[src/rtl/ring_osc_freq_meter_if.sv]
// Host-side bundle of the ring-oscillator frequency meter: start request,
// status flags and the measured edge count.
interface ring_osc_freq_meter_if #(
   parameter int COUNT_BITS = 12
);
   logic                  start;
   logic                  busy;
   logic                  valid;
   logic [COUNT_BITS-1:0] count;
   logic                  overflow;

   modport master (
      output start,
      input  busy,
      input  valid,
      input  count,
      input  overflow
   );

   modport slave (
      input  start,
      output busy,
      output valid,
      output count,
      output overflow
   );
endinterface

[src/rtl/ring_osc_freq_meter.sv]
// Counts synchronized rising edges of a ring-oscillator output over a fixed
// window of system clocks, after enabling the oscillator and letting it settle.
module ring_osc_freq_meter #(
   parameter int GATE_BITS     = 10,
   parameter int COUNT_BITS    = 12,
   parameter int SETTLE_CYCLES = 16
) (
   input  logic                  clk,
   input  logic                  rst_n,
   input  logic                  osc_in,
   output logic                  osc_en,
   ring_osc_freq_meter_if.slave  bus
);

   localparam int SW = (SETTLE_CYCLES > 1) ? $clog2(SETTLE_CYCLES) : 1;
   localparam logic [SW-1:0] SETTLE_LAST = SW'((SETTLE_CYCLES > 0) ? SETTLE_CYCLES - 1 : 0);

   typedef enum logic [1:0] {IDLE, SETTLE, COUNT, DONE} state_e;

   state_e                 state_q, state_d;
   logic                   startReq_q, startReq_d;
   logic [SW-1:0]          settleCnt_q, settleCnt_d;
   logic [GATE_BITS-1:0]   gateCnt_q, gateCnt_d;
   logic [COUNT_BITS-1:0]  count_q, count_d;
   logic                   overflow_q, overflow_d;
   logic                   sync1_q, sync2_q, sync3_q;
   logic                   rise;
   logic                   busyInt;
   logic                   accept;

   // osc_in is only ever sampled as data; sync3 is the history flop for edge detection
   assign rise    = sync2_q & ~sync3_q;
   assign busyInt = startReq_q | (state_q == SETTLE) | (state_q == COUNT);
   assign accept  = bus.start & ~busyInt;

   always_ff @(posedge clk) begin
      if (!rst_n) begin
         state_q     <= IDLE;
         startReq_q  <= 1'b0;
         settleCnt_q <= '0;
         gateCnt_q   <= '0;
         count_q     <= '0;
         overflow_q  <= 1'b0;
         sync1_q     <= 1'b0;
         sync2_q     <= 1'b0;
         sync3_q     <= 1'b0;
      end else begin
         state_q     <= state_d;
         startReq_q  <= startReq_d;
         settleCnt_q <= settleCnt_d;
         gateCnt_q   <= gateCnt_d;
         count_q     <= count_d;
         overflow_q  <= overflow_d;
         sync1_q     <= osc_in;
         sync2_q     <= sync1_q;
         sync3_q     <= sync2_q;
      end
   end

   always_comb begin
      state_d     = state_q;
      startReq_d  = 1'b0;
      settleCnt_d = settleCnt_q;
      gateCnt_d   = gateCnt_q;
      count_d     = count_q;
      overflow_d  = overflow_q;

      case (state_q)
         IDLE: begin
            if (startReq_q) begin
               state_d     = (SETTLE_CYCLES == 0) ? COUNT : SETTLE;
               settleCnt_d = '0;
               gateCnt_d   = '0;
            end
         end
         SETTLE: begin
            if (settleCnt_q == SETTLE_LAST) begin
               state_d   = COUNT;
               gateCnt_d = '0;
            end else begin
               settleCnt_d = settleCnt_q + 1'b1;
            end
         end
         COUNT: begin
            if (rise) begin
               if (count_q == '1) begin
                  overflow_d = 1'b1;
               end else begin
                  count_d = count_q + 1'b1;
               end
            end
            if (gateCnt_q == '1) begin
               state_d = DONE;
            end else begin
               gateCnt_d = gateCnt_q + 1'b1;
            end
         end
         default: ;
      endcase

      // An accepted start spends one launch cycle in IDLE so the old result drops at once
      if (accept) begin
         state_d    = IDLE;
         startReq_d = 1'b1;
         count_d    = '0;
         overflow_d = 1'b0;
      end
   end

   assign osc_en       = busyInt;
   assign bus.busy     = busyInt;
   assign bus.valid    = (state_q == DONE);
   assign bus.count    = count_q;
   assign bus.overflow = overflow_q;

endmodule

[src/flat_wrapper.sv]
// flat-port wrapper written by rule: the top's interface ports become plain ports
module ring_osc_freq_meter_flat 
#(
   parameter int GATE_BITS     = 10,
   parameter int COUNT_BITS    = 12,
   parameter int SETTLE_CYCLES = 16
)
  (clk, rst_n, osc_in, osc_en, bus_start, bus_busy, bus_valid, bus_count, bus_overflow);
  ring_osc_freq_meter_if #(.COUNT_BITS(COUNT_BITS)) bus_i ();
  input  logic clk;
  input  logic rst_n;
  input  logic osc_in;
  output logic osc_en;
  input wire logic [$bits(bus_i.start)-1:0] bus_start;
  output wire logic [$bits(bus_i.busy)-1:0] bus_busy;
  output wire logic [$bits(bus_i.valid)-1:0] bus_valid;
  output wire logic [$bits(bus_i.count)-1:0] bus_count;
  output wire logic [$bits(bus_i.overflow)-1:0] bus_overflow;
  assign bus_i.start = bus_start;
  assign bus_busy = bus_i.busy;
  assign bus_valid = bus_i.valid;
  assign bus_count = bus_i.count;
  assign bus_overflow = bus_i.overflow;
  ring_osc_freq_meter #(.GATE_BITS(GATE_BITS), .COUNT_BITS(COUNT_BITS), .SETTLE_CYCLES(SETTLE_CYCLES)) u_core (.clk(clk), .rst_n(rst_n), .osc_in(osc_in), .osc_en(osc_en), .bus(bus_i));
endmodule
[config.mk]
export PLATFORM = sky130hd
export DESIGN_NAME = ring_osc_freq_meter_flat
export DESIGN_NICKNAME = d
export VERILOG_FILES = /design/src/rtl/ring_osc_freq_meter_if.sv /design/src/rtl/ring_osc_freq_meter.sv /design/src/flat_wrapper.sv
export SDC_FILE = /design/constraint.sdc
export NUM_CORES = 1
export LEC_CHECK = 0
export ABC_AREA = 1
export CORE_ASPECT_RATIO = 1.25
export CORE_MARGIN = 2
export CORE_UTILIZATION = 32
export CTS_CLUSTER_DIAMETER = 40
export DETAILED_ROUTE_END_ITERATION = 8
export HOLD_SLACK_MARGIN = 0.12
export PLACE_DENSITY = 0.6
export SLEW_MARGIN = 10
export SYNTH_ARGS = -nofsm -noshare
export SYNTH_HDL_FRONTEND = slang
export SYNTH_SLANG_ARGS = --single-unit
[constraint.sdc]
create_clock -name clk -period 2.2 [get_ports clk]
set_clock_uncertainty 0.15 [all_clocks]
set_input_delay 0.44 -clock clk [delete_from_list [all_inputs] [get_ports clk]]
set_output_delay 0.44 -clock clk [all_outputs]
set_load 0.005 [all_outputs]
==> qor.txt, run 1 <==
register bit total from synthesis - 33
filler instances - 615
drt drc - 0
Synth area leaders - dfxtp_1 34%, nand2_1 16%, inv_1 6.8%, nor2_1 6.8%, ha_1 5.2%
post-route ant nets - 0
Die ar. - 6658 µm²
maxcap violations - 0
WHS Endpoint - u_core.sync2_q
via/cell ratio - 4.703
Setup violations, final - 0
layout cells sized above 1 - 12.86%
nets@finish - 322
hpwl dp - 2.933 mm
Setup crit start kind - register
Post-Syn Instances - 285
area of the core - 5818 µm²
site row count - 31
CTS clk-pin slew, worst paths - 70 ps
IO Pins - 20
max-slew violations - 0
worst r2r src - u_core.state_q[0]
Post-synth EDFFs - 0
worst hold start - u_core.sync1_q
Avg Inst Size Synth - 6.756 µm²
# port buffers - 19
critical-path cell list - inv_2, ha_4, inv_1, nand3_1, clkdlybuf4s50_1
Critical Path AT - 1530 ps
Static Leak - 0.9256 nW
worst-path fanout max - 4
hold path depth - 2
DP Worst Slack - 288.4 ps
status - completed
vias in the first global route - 1611
area of the multi-input gates - 1080 µm²
most common cell in the netlist - nand2_1
sequential-to-total area share from yosys stat - 34.31%
Fin. Hold Viols - 0
Register Area - 665.6 µm²
slowest stage delay, CP - 500 ps
Min-Delay Path Class - reg -> reg
antenna violations before repair - 0
Max Clock Freq - 472.7 MHz
Slew @ Worst Pin - 312.8 ps
CP max-delay cell - clkdlybuf4s50_1
Initial Utilization - 33.10%
Post-Route WL - 3.939 mm
clk buf depth - 2
cells on worst reg2reg path - 9
Initial DRC Count - 79
Power Dens Cells - 982.9 nW/µm²
TritonCTS Buffers - 5
min Tclk post-route - 2115 ps
Max rail drop VDD - 656.5 µV
WL/cell - 10.45 µm
Synth cell types - 30
RSZ-0062 raised after global routing - false
flop-to-flop setup slack - 500 ps
Setup WS post-layout - 84.51 ps
antenna cells - 0
Placer Congestion - 0.8013
Post-synth top flop - dfxtp_1
area grow syn2layout - 20.92%
R2R Path End - u_core.state_q[0]
Max-Slew Margin vs Limit - 79.07%
Overflow after GRT - 0
Tot GR Track Use - 13.25%
crit path from - u_core.state_q[1]
hold buffers post-CTS - 0
Synth area leader - dfxtp_1
chip width - 73.38 µm
Post-Synthesis Cell Area - 1926 µm²
period utilization - 96.16%
Setup TNS Final - 0 ps
WP data required - 1610 ps
CTS root buffer - clkbuf_8
commonest cells in the synthesized netlist - 80 x nand2_1, 35 x inv_1, 35 x nor2_1, 33 x dfxtp_1, 19 x nand3_1
Worst-Skew Late Latency - 290 ps
Vias - 1773
die height - 90.73 µm
first-pass GRT wire length - 7.100 mm
Initial DRT Pass Iterations - 4
Yosys warnings - 0
fraction of registers with async set/reset - 0%
WS Path Type - reg -> out
CTS tree - built
Worst Setup End Kind - output pin
clock sink total - 33
H-tree Lvls - 2
Synth top area share - 34.31%
final hold slack - 270.6 ps
largest net degree at the start of global routing - 13
Synth Net Count - 297
[power breakdown]
part | switching [mW] | internal [mW] | leakage, nW
clock network | 0.237 | 0.370 | 0.0585
logic | 0.605 | 0.367 | 0.599
registers | 0.0504 | 0.660 | 0.269
[logic make-up after synthesis]
logic type                 after synthesis  share of synthesized area, %
adders and majority gates                8                         5.198
DFF                                     33                         34.31
AOI/OAI and AO/OA                       32                         9.032
buffers and inverters                   48                         10.40
xor gates and xnor gates                 5                         2.274
and+or+nand+nor                        159                         38.79
[sequential cells by signal, summed over array words and instances, names as in the netlist]
name and count:
u_core.state_q 2, u_core.sync3_q 1, u_core.settleCnt_q 4, u_core.sync1_q 1
u_core.gateCnt_q 10, u_core.bus.overflow 1, u_core.bus.count 12, u_core.startReq_q 1
u_core.sync2_q 1
[metal layers]
layer,vias up,wire (µm),track usage [%],part of all wire [%]
met5,-,0,0,0
met4,0,65,5.152,1.7
met3,6,163,3.460,4.1
met2,34,1881,21.85,48
met1,787,1828,16.13,46
li1,946,-,-,-
[area by class of cell]
class	count	share of cell area [%]
timing repair buffer	23	9.565
multi-input combinational	204	46.37
tap	66	3.546
clock buffer	7	3.708
inverter	43	6.932
sequential	33	28.59
clock inverter	1	1.290
[how the worst max path moves through the flow]
stage | to | slack [ps]
after CTS | osc_en | 0.03
after floorplan | osc_en | 430
after global routing | osc_en | 30
final | osc_en | 80
after detailed placement | osc_en | 290
after global placement | osc_en | 310
[placed cells by master, fill, tap and decap left out, types with 2 or more instances in the layout]
| master | synthesis | routed |
|---|---|---|
| inv_1 | 35 | 33 |
| a21oi_1 | 16 | 16 |
| nand3_1 | 19 | 19 |
| nand2_4 | 2 | 2 |
| nand3_4 | 2 | 2 |
| inv_2 | 6 | 8 |
| nand2_2 | 3 | 3 |
| nand3_2 | 2 | 2 |
| o21ai_1 | 5 | 5 |
| nor2_2 | 3 | 3 |
| xor2_1 | 4 | 4 |
| nor2_4 | 2 | 2 |
| nor3_1 | 2 | 2 |
| clkinv_1 | 2 | 2 |
| nand4_1 | 6 | 6 |
| nand2_1 | 80 | 80 |
| o21bai_1 | 2 | 2 |
| ha_1 | 8 | 6 |
| dfxtp_1 | 33 | 31 |
| nor2_1 | 35 | 35 |
| clkdlybuf4s50_1 | 0 | 18 |
| clkbuf_8 | 0 | 6 |
| o21ai_0 | 6 | 6 |
| buf_4 | 3 | 4 |
| a21oi_2 | 2 | 2 |
[metrics by stage]
step | power (mW) | instance area, µm² | instances | utilization, %
after floorplan | 1.436 | 1926 | 285 | -
after global placement | 1.663 | 2190 | 369 | 37.63
after detailed placement | 1.676 | 2190 | 369 | 37.63
after CTS | 2.306 | 2320 | 377 | 39.87
after global routing | 2.504 | 2328 | 377 | 40.02
final | 2.289 | 2328 | 377 | 40.02
[what timing repair did]
action                                  CTS  global route
endpoints found under the setup margin    2             2
buffers inserted                          0             0
resized for setup                         3             6
[critical path, delay by kind of cell, from the launching register on]
kind / cells / cell delay, ps
adder cells (fa/ha/maj): 1 / 150
flip-flops: 1 / 340
AND/OR/NAND/NOR: 1 / 100
buffers and inverters: 3 / 650
Note: power is estimated with default switching activity, not from simulation.
==> inputs of run 2 (changes only) <==
--- a/config.mk
+++ b/config.mk
@@ -7,7 +7,7 @@
 export LEC_CHECK = 0
 export ABC_AREA = 1
 export CORE_ASPECT_RATIO = 1.25
-export CORE_MARGIN = 2
+export CORE_MARGIN = 1
 export CORE_UTILIZATION = 32
 export CTS_CLUSTER_DIAMETER = 40
 export DETAILED_ROUTE_END_ITERATION = 8
==> qor.txt, run 2 (synthesis gave the netlist of run 1 again) <==
crit path from - u_core.state_q[1]
layout cells sized above 1 - 11.58% (-1.3 points)
Worst-Skew Late Latency - 290 ps (about the same)
hold buffers post-CTS - 0 (unchanged)
post-route ant nets - 0 (unchanged)
Post-Route WL - 3.988 mm (+1.2%)
CTS clk-pin slew, worst paths - 70 ps (about the same)
Worst Setup End Kind - output pin
H-tree Lvls - 2 (unchanged)
Setup crit start kind - register
Max rail drop VDD - 756.0 µV (+15%)
DP Area - 2190 µm² (unchanged)
die height - 88.73 µm (-2.2%)
logic gate share of total power - 42.5% (about the same)
worst hold start - u_core.sync2_q
Slew @ Worst Pin - 276.0 ps (-36.76 ps)
flop-to-flop setup slack - 410 ps (-90 ps)
busiest grt layer - met2
met2 Track Usage GR - 25.80% (+4.0 points)
antenna cells - 0 (unchanged)
min Tclk post-route - 2060 ps (-55.92 ps)
worst-path fanout max - 4 (unchanged)
internal power - 1.367 mW (-2.0%)
hpwl dp - 2.955 mm (+0.77%)
worst r2r src - u_core.state_q[0]
Setup violations, final - 0 (unchanged)
post-route cell area - 2317 µm² (-0.48%)
Vias - 1767 (-0.34%)
largest net degree at the start of global routing - 13 (unchanged)
Max-Slew Margin vs Limit - 81.53% (+2.5 points)
WL/cell - 10.58 µm (+1.2%)
Placer Congestion - 0.7530 (-6.0%)
area of the core - 5818 µm² (unchanged)
GR Util met3 - 3.531% (+0.071 points)
Power Dens Cells - 974.9 nW/µm² (-0.82%)
most frequent cells in the layout - 80 x nand2_1, 35 x inv_1, 35 x nor2_1, 32 x dfxtp_1, 19 x nand3_1
clock sink total - 33 (unchanged)
Fin. Hold Viols - 0 (unchanged)
vias in the first global route - 1645 (+2.1%)
antenna violations before repair - 0 (unchanged)
number of setup buffers added after CTS - 0 (unchanged)
Initial Utilization - 33.10% (unchanged)
Static Leak - 0.9187 nW (-0.75%)
RSZ-0062 raised after global routing - false
Switch Pwr - 891.6 µW (-0.12%)
maxcap violations - 0 (unchanged)
Clock Power Share - 26.4% (about the same)
WP data required - 1610 ps (about the same)
period utilization - 93.62% (-2.5 points)
Setup TNS Final - 0 ps (unchanged)
WS Path Type - reg -> out
Initial DRC Count - 87 (+10%)
sw frac - 39.47% (+0.46 points)
filler instances - 623 (+1.3%)
Die ar. - 6334 µm² (-4.9%)
site row count - 31 (unchanged)
nets@finish - 322 (unchanged)
CTS root buffer - clkbuf_8
met1 GRT Util - 15.38% (-0.75 points)
Initial DRT Pass Iterations - 6 (+2)
Largest register FFs - 12 (unchanged)
first-pass GRT wire length - 6.989 mm (-1.6%)
Overflow after GRT - 0 (unchanged)
max-slew violations - 0 (unchanged)
Critical Path AT - 1470 ps (-60 ps)
Tot GR Track Use - 13.87% (+0.62 points)
# port buffers - 19 (unchanged)
TritonCTS Buffers - 5 (unchanged)
status - complete, but fails checks
area grow syn2layout - 20.34%
failing checks - DRC
Layout Cells excl Fill - 377 (unchanged)
Resized Gates After CTS - 5 (+2)
most common cell after layout, fill and taps aside - nand2_1
placed cell count - 369 (unchanged)
Max Clock Freq - 485.5 MHz (+2.7%)
clk buf depth - 2 (unchanged)
drt drc - 3 (+3)
chip width - 71.38 µm (-2.7%)
Seq pwr share - 31.1% (about the same)
CTS tree - built
Min-Delay Path Class - reg -> reg
IO Pins - 20 (unchanged)
via/cell ratio - 4.687 (-0.34%)
[run 2: changes by cell type in the layout (fill, tap and decap cells not counted)]
cell,before,now
dfxtp_4,1,0
ha_1,6,7
dlygate4sd2_1,0,2
dlymetal6s2s_1,1,0
inv_1,33,35
inv_2,8,6
dfxtp_1,31,32
ha_2,1,0
clkdlybuf4s50_1,18,17
[run 2: power by group through the flow]
| stage | Sequential [mW] | Clock, mW | Combinational (mW) |
|---|---|---|---|
| 2_1_floorplan | 0.698 | 0 | 0.737 |
| 3_3_place_gp | 0.704 | 0 | 0.974 |
| 5_1_grt | 0.711 | 0.641 | 1.10 |
| 6_report | 0.703 | 0.597 | 0.960 |
| 3_5_place_dp | 0.708 | 0 | 0.983 |
| 4_1_cts | 0.703 | 0.624 | 0.971 |
[run 2: final cells by class]
class	instances	area, µm²	share of cell area (%)
Clock buffer	7	86.33	3.726
Inverter	43	161.4	6.965
Clock inverter	1	30.03	1.296
Timing Repair Buffer	23	217.7	9.395
Tap cell	66	82.58	3.564
Multi-Input combinational cell	204	1077	46.49
Sequential cell	33	661.9	28.56
[run 2: per-layer routing]
| metal | up-vias | wire length (µm) |
|---|---|---|
| met5 | - | 0 |
| met4 | 0 | 25 |
| met3 | 5 | 120 |
| met2 | 24 | 1994 |
| met1 | 796 | 1848 |
| li1 | 942 | - |
[run 2: metrics by stage]
step	hold WS [ps]	worst slack [ps]	util (%)	power [mW]
floorplan	240.5	429.2	-	1.436
global placement	260.8	228.6	37.63	1.678
detailed placement	266.9	197.1	37.63	1.691
CTS	278.3	113.3	39.83	2.297
global route	315.1	37.34	39.83	2.453
finish	275.0	140.4	39.83	2.259
[run 2: path summary, 6_finish.rpt]
| check | to | depth (start not counted) |
|---|---|---|
| max | bus_busy | 5 |
| min | u_core.sync3_q | 2 |
| max reg2reg | u_core.state_q[0] | 9 |
| min reg2reg | u_core.sync3_q | 2 |
[run 2: worst max-delay path: stages (launching register included)]
cell,delay (ps)
dfxtp_1,370
inv_1,120
ha_4,180
inv_1,80
nand3_1,130
dlygate4sd2_1,300
==> inputs of run 3 (changes only) <==
==> constraint.sdc (replaced) <==
create_clock -name clk -period 2.1 [get_ports clk]
set_clock_uncertainty 0.15 [all_clocks]
set_input_delay 0.42 -clock clk [delete_from_list [all_inputs] [get_ports clk]]
set_output_delay 0.42 -clock clk [all_outputs]
set_load 0.005 [all_outputs]
==> qor.txt, run 3 (synthesis gave the netlist of run 1 again) <==
H-tree Lvls - 2 (unchanged)
Power Dens Cells - 966.0 nW/µm² (-0.91%)
first-pass GRT wire length - 7.058 mm (+0.99%)
Register Area - 661.9 µm² (unchanged)
filler instances - 633 (+1.6%)
R2R Path End - u_core.state_q[1]
CTS tree - built
Worst-Skew Late Latency - 290 ps (about the same)
Initial DRC Count - 74 (-15%)
crit path from - u_core.state_q[1]
WL/cell - 10.60 µm (+0.17%)
chip width - 71.38 µm (unchanged)
Initial Utilization - 33.10% (unchanged)
period utilization - 95.16%
antenna violations before repair - 0 (unchanged)
Fin. Hold Viols - 0 (unchanged)
Util after Layout - 39.14% (-0.69 points)
number of setup buffers added after CTS - 0 (unchanged)
status - complete, but fails checks
CTS clk-pin slew, worst paths - 60 ps (about the same)
area of the core - 5818 µm² (unchanged)
max-slew violations - 0 (unchanged)
drt drc - 3 (unchanged)
logic gate share of total power - 44.9% (+2.4 points)
most frequent cells in the layout - 80 x nand2_1, 35 x inv_1, 35 x nor2_1, 32 x dfxtp_1, 19 x nand3_1
WS Path Type - reg -> out
die height - 88.73 µm (unchanged)
via/cell ratio - 4.620 (-1.4%)
IO Pins - 20 (unchanged)
Critical Path AT - 1430 ps (-40 ps)
area grow syn2layout - 18.26%
Max Clock Freq - 500.4 MHz
worst-path fanout max - 4 (unchanged)
Switch Pwr - 900.1 µW (+0.95%)
WHS Endpoint - u_core.sync2_q
Setup TNS Final - 0 ps (unchanged)
clock sink total - 33 (unchanged)
Post-Route WL - 3.984 mm (-0.10%)
Max rail drop VDD - 629.8 µV (-17%)
flop-to-flop setup slack - 340 ps (-70 ps)
cells on worst reg2reg path - 9 (unchanged)
clk buf depth - 2 (unchanged)
hpwl dp - 3.056 mm (+3.4%)
Die ar. - 6334 µm² (unchanged)
Setup crit start kind - register
largest net degree at the start of global routing - 13 (unchanged)
Static Leak - 0.9027 nW (-1.7%)
min Tclk post-route - 1998 ps
RSZ-0062 raised after global routing - false
hold path depth - 2 (unchanged)
Overflow after GRT - 0 (unchanged)
Vias - 1737 (-1.7%)
worst r2r src - u_core.state_q[0]
maxcap violations - 0 (unchanged)
antenna cells - 0 (unchanged)
Seq pwr share - 33.1% (+2.0 points)
Tot GR Track Use - 14.43% (+0.56 points)
CTS root buffer - clkbuf_8
Min-Delay Path Class - reg -> reg
vias in the first global route - 1738 (+5.7%)
# port buffers - 19 (unchanged)
worst hold start - u_core.sync1_q
nets@finish - 322 (unchanged)
area of the multi-input gates - 1067 µm² (-0.93%)
Setup violations, final - 0 (unchanged)
sw frac - 40.92% (+1.4 points)
Largest register FFs - 12 (unchanged)
Initial DRT Pass Iterations - 6 (unchanged)
post-route ant nets - 0 (unchanged)
WP data required - 1530 ps (-80 ps)
internal power - 1.300 mW (-5.0%)
Resized Gates After CTS - 4 (-1)
layout cells sized above 1 - 11.29% (-0.29 points)
Clock Power Share - 22.0% (-4.4 points)
TritonCTS Buffers - 5 (unchanged)
Worst Setup End Kind - output pin
site row count - 31 (unchanged)
Max-Slew Margin vs Limit - 78.57% (-3.0 points)
failing checks - DRC
hold buffers post-CTS - 0 (unchanged)
most common cell after layout, fill and taps aside - nand2_1
Slew @ Worst Pin - 320.2 ps (+44.24 ps)
Placer Congestion - 0.8005 (+6.3%)
## run 3: critical path, stage by stage, from the launching register on
cell           delay (ps)
dfxtp_1               370
inv_1                  90
ha_2                  190
inv_1                  90
nand3_1               110
dlygate4sd2_1         290
## run 3: routing by layer
layer	vias to the layer above	track usage, %	routed length, µm
met2	22	28.05	2104
met1	770	14.09	1711
met5	-	0	0
met3	5	3.531	107
li1	940	-	-
met4	0	7.455	60
## run 3: power groups by stage
stage / clock network, mW / registers (mW) / logic [mW]
global placement: 0 / 0.738 / 1.02
finish: 0.484 / 0.728 / 0.988
detailed placement: 0 / 0.740 / 1.02
global route: 0.532 / 0.736 / 1.14
CTS: 0.504 / 0.729 / 1.00
floorplan: 0 / 0.732 / 0.773
## run 3: through the flow
stage	total power, mW	instance area (µm²)	hold slack (ps)	worst slack, ps	std cells
CTS	2.235	2277	271.0	67.29	376
detailed placement	1.761	2190	250.3	153.7	369
finish	2.200	2277	266.6	101.7	376
floorplan	1.504	1926	240.5	349.2	285
global route	2.408	2277	291.9	5.544	376
global placement	1.758	2190	256.9	151.1	369
## run 3: layout make-up
cell class	count	area share (%)
tap	66	3.626
inverter	43	7.088
clock buffer	7	3.791
multi-input combinational	204	46.87
sequential	33	29.07
timing repair buffer	23	9.560
## run 3: worst max path at each step
stage	to	depth (start not counted)
after floorplan	osc_en	6
after global placement	bus_busy	5
after detailed placement	osc_en	5
after CTS	osc_en	5
after global routing	osc_en	5
final	osc_en	5
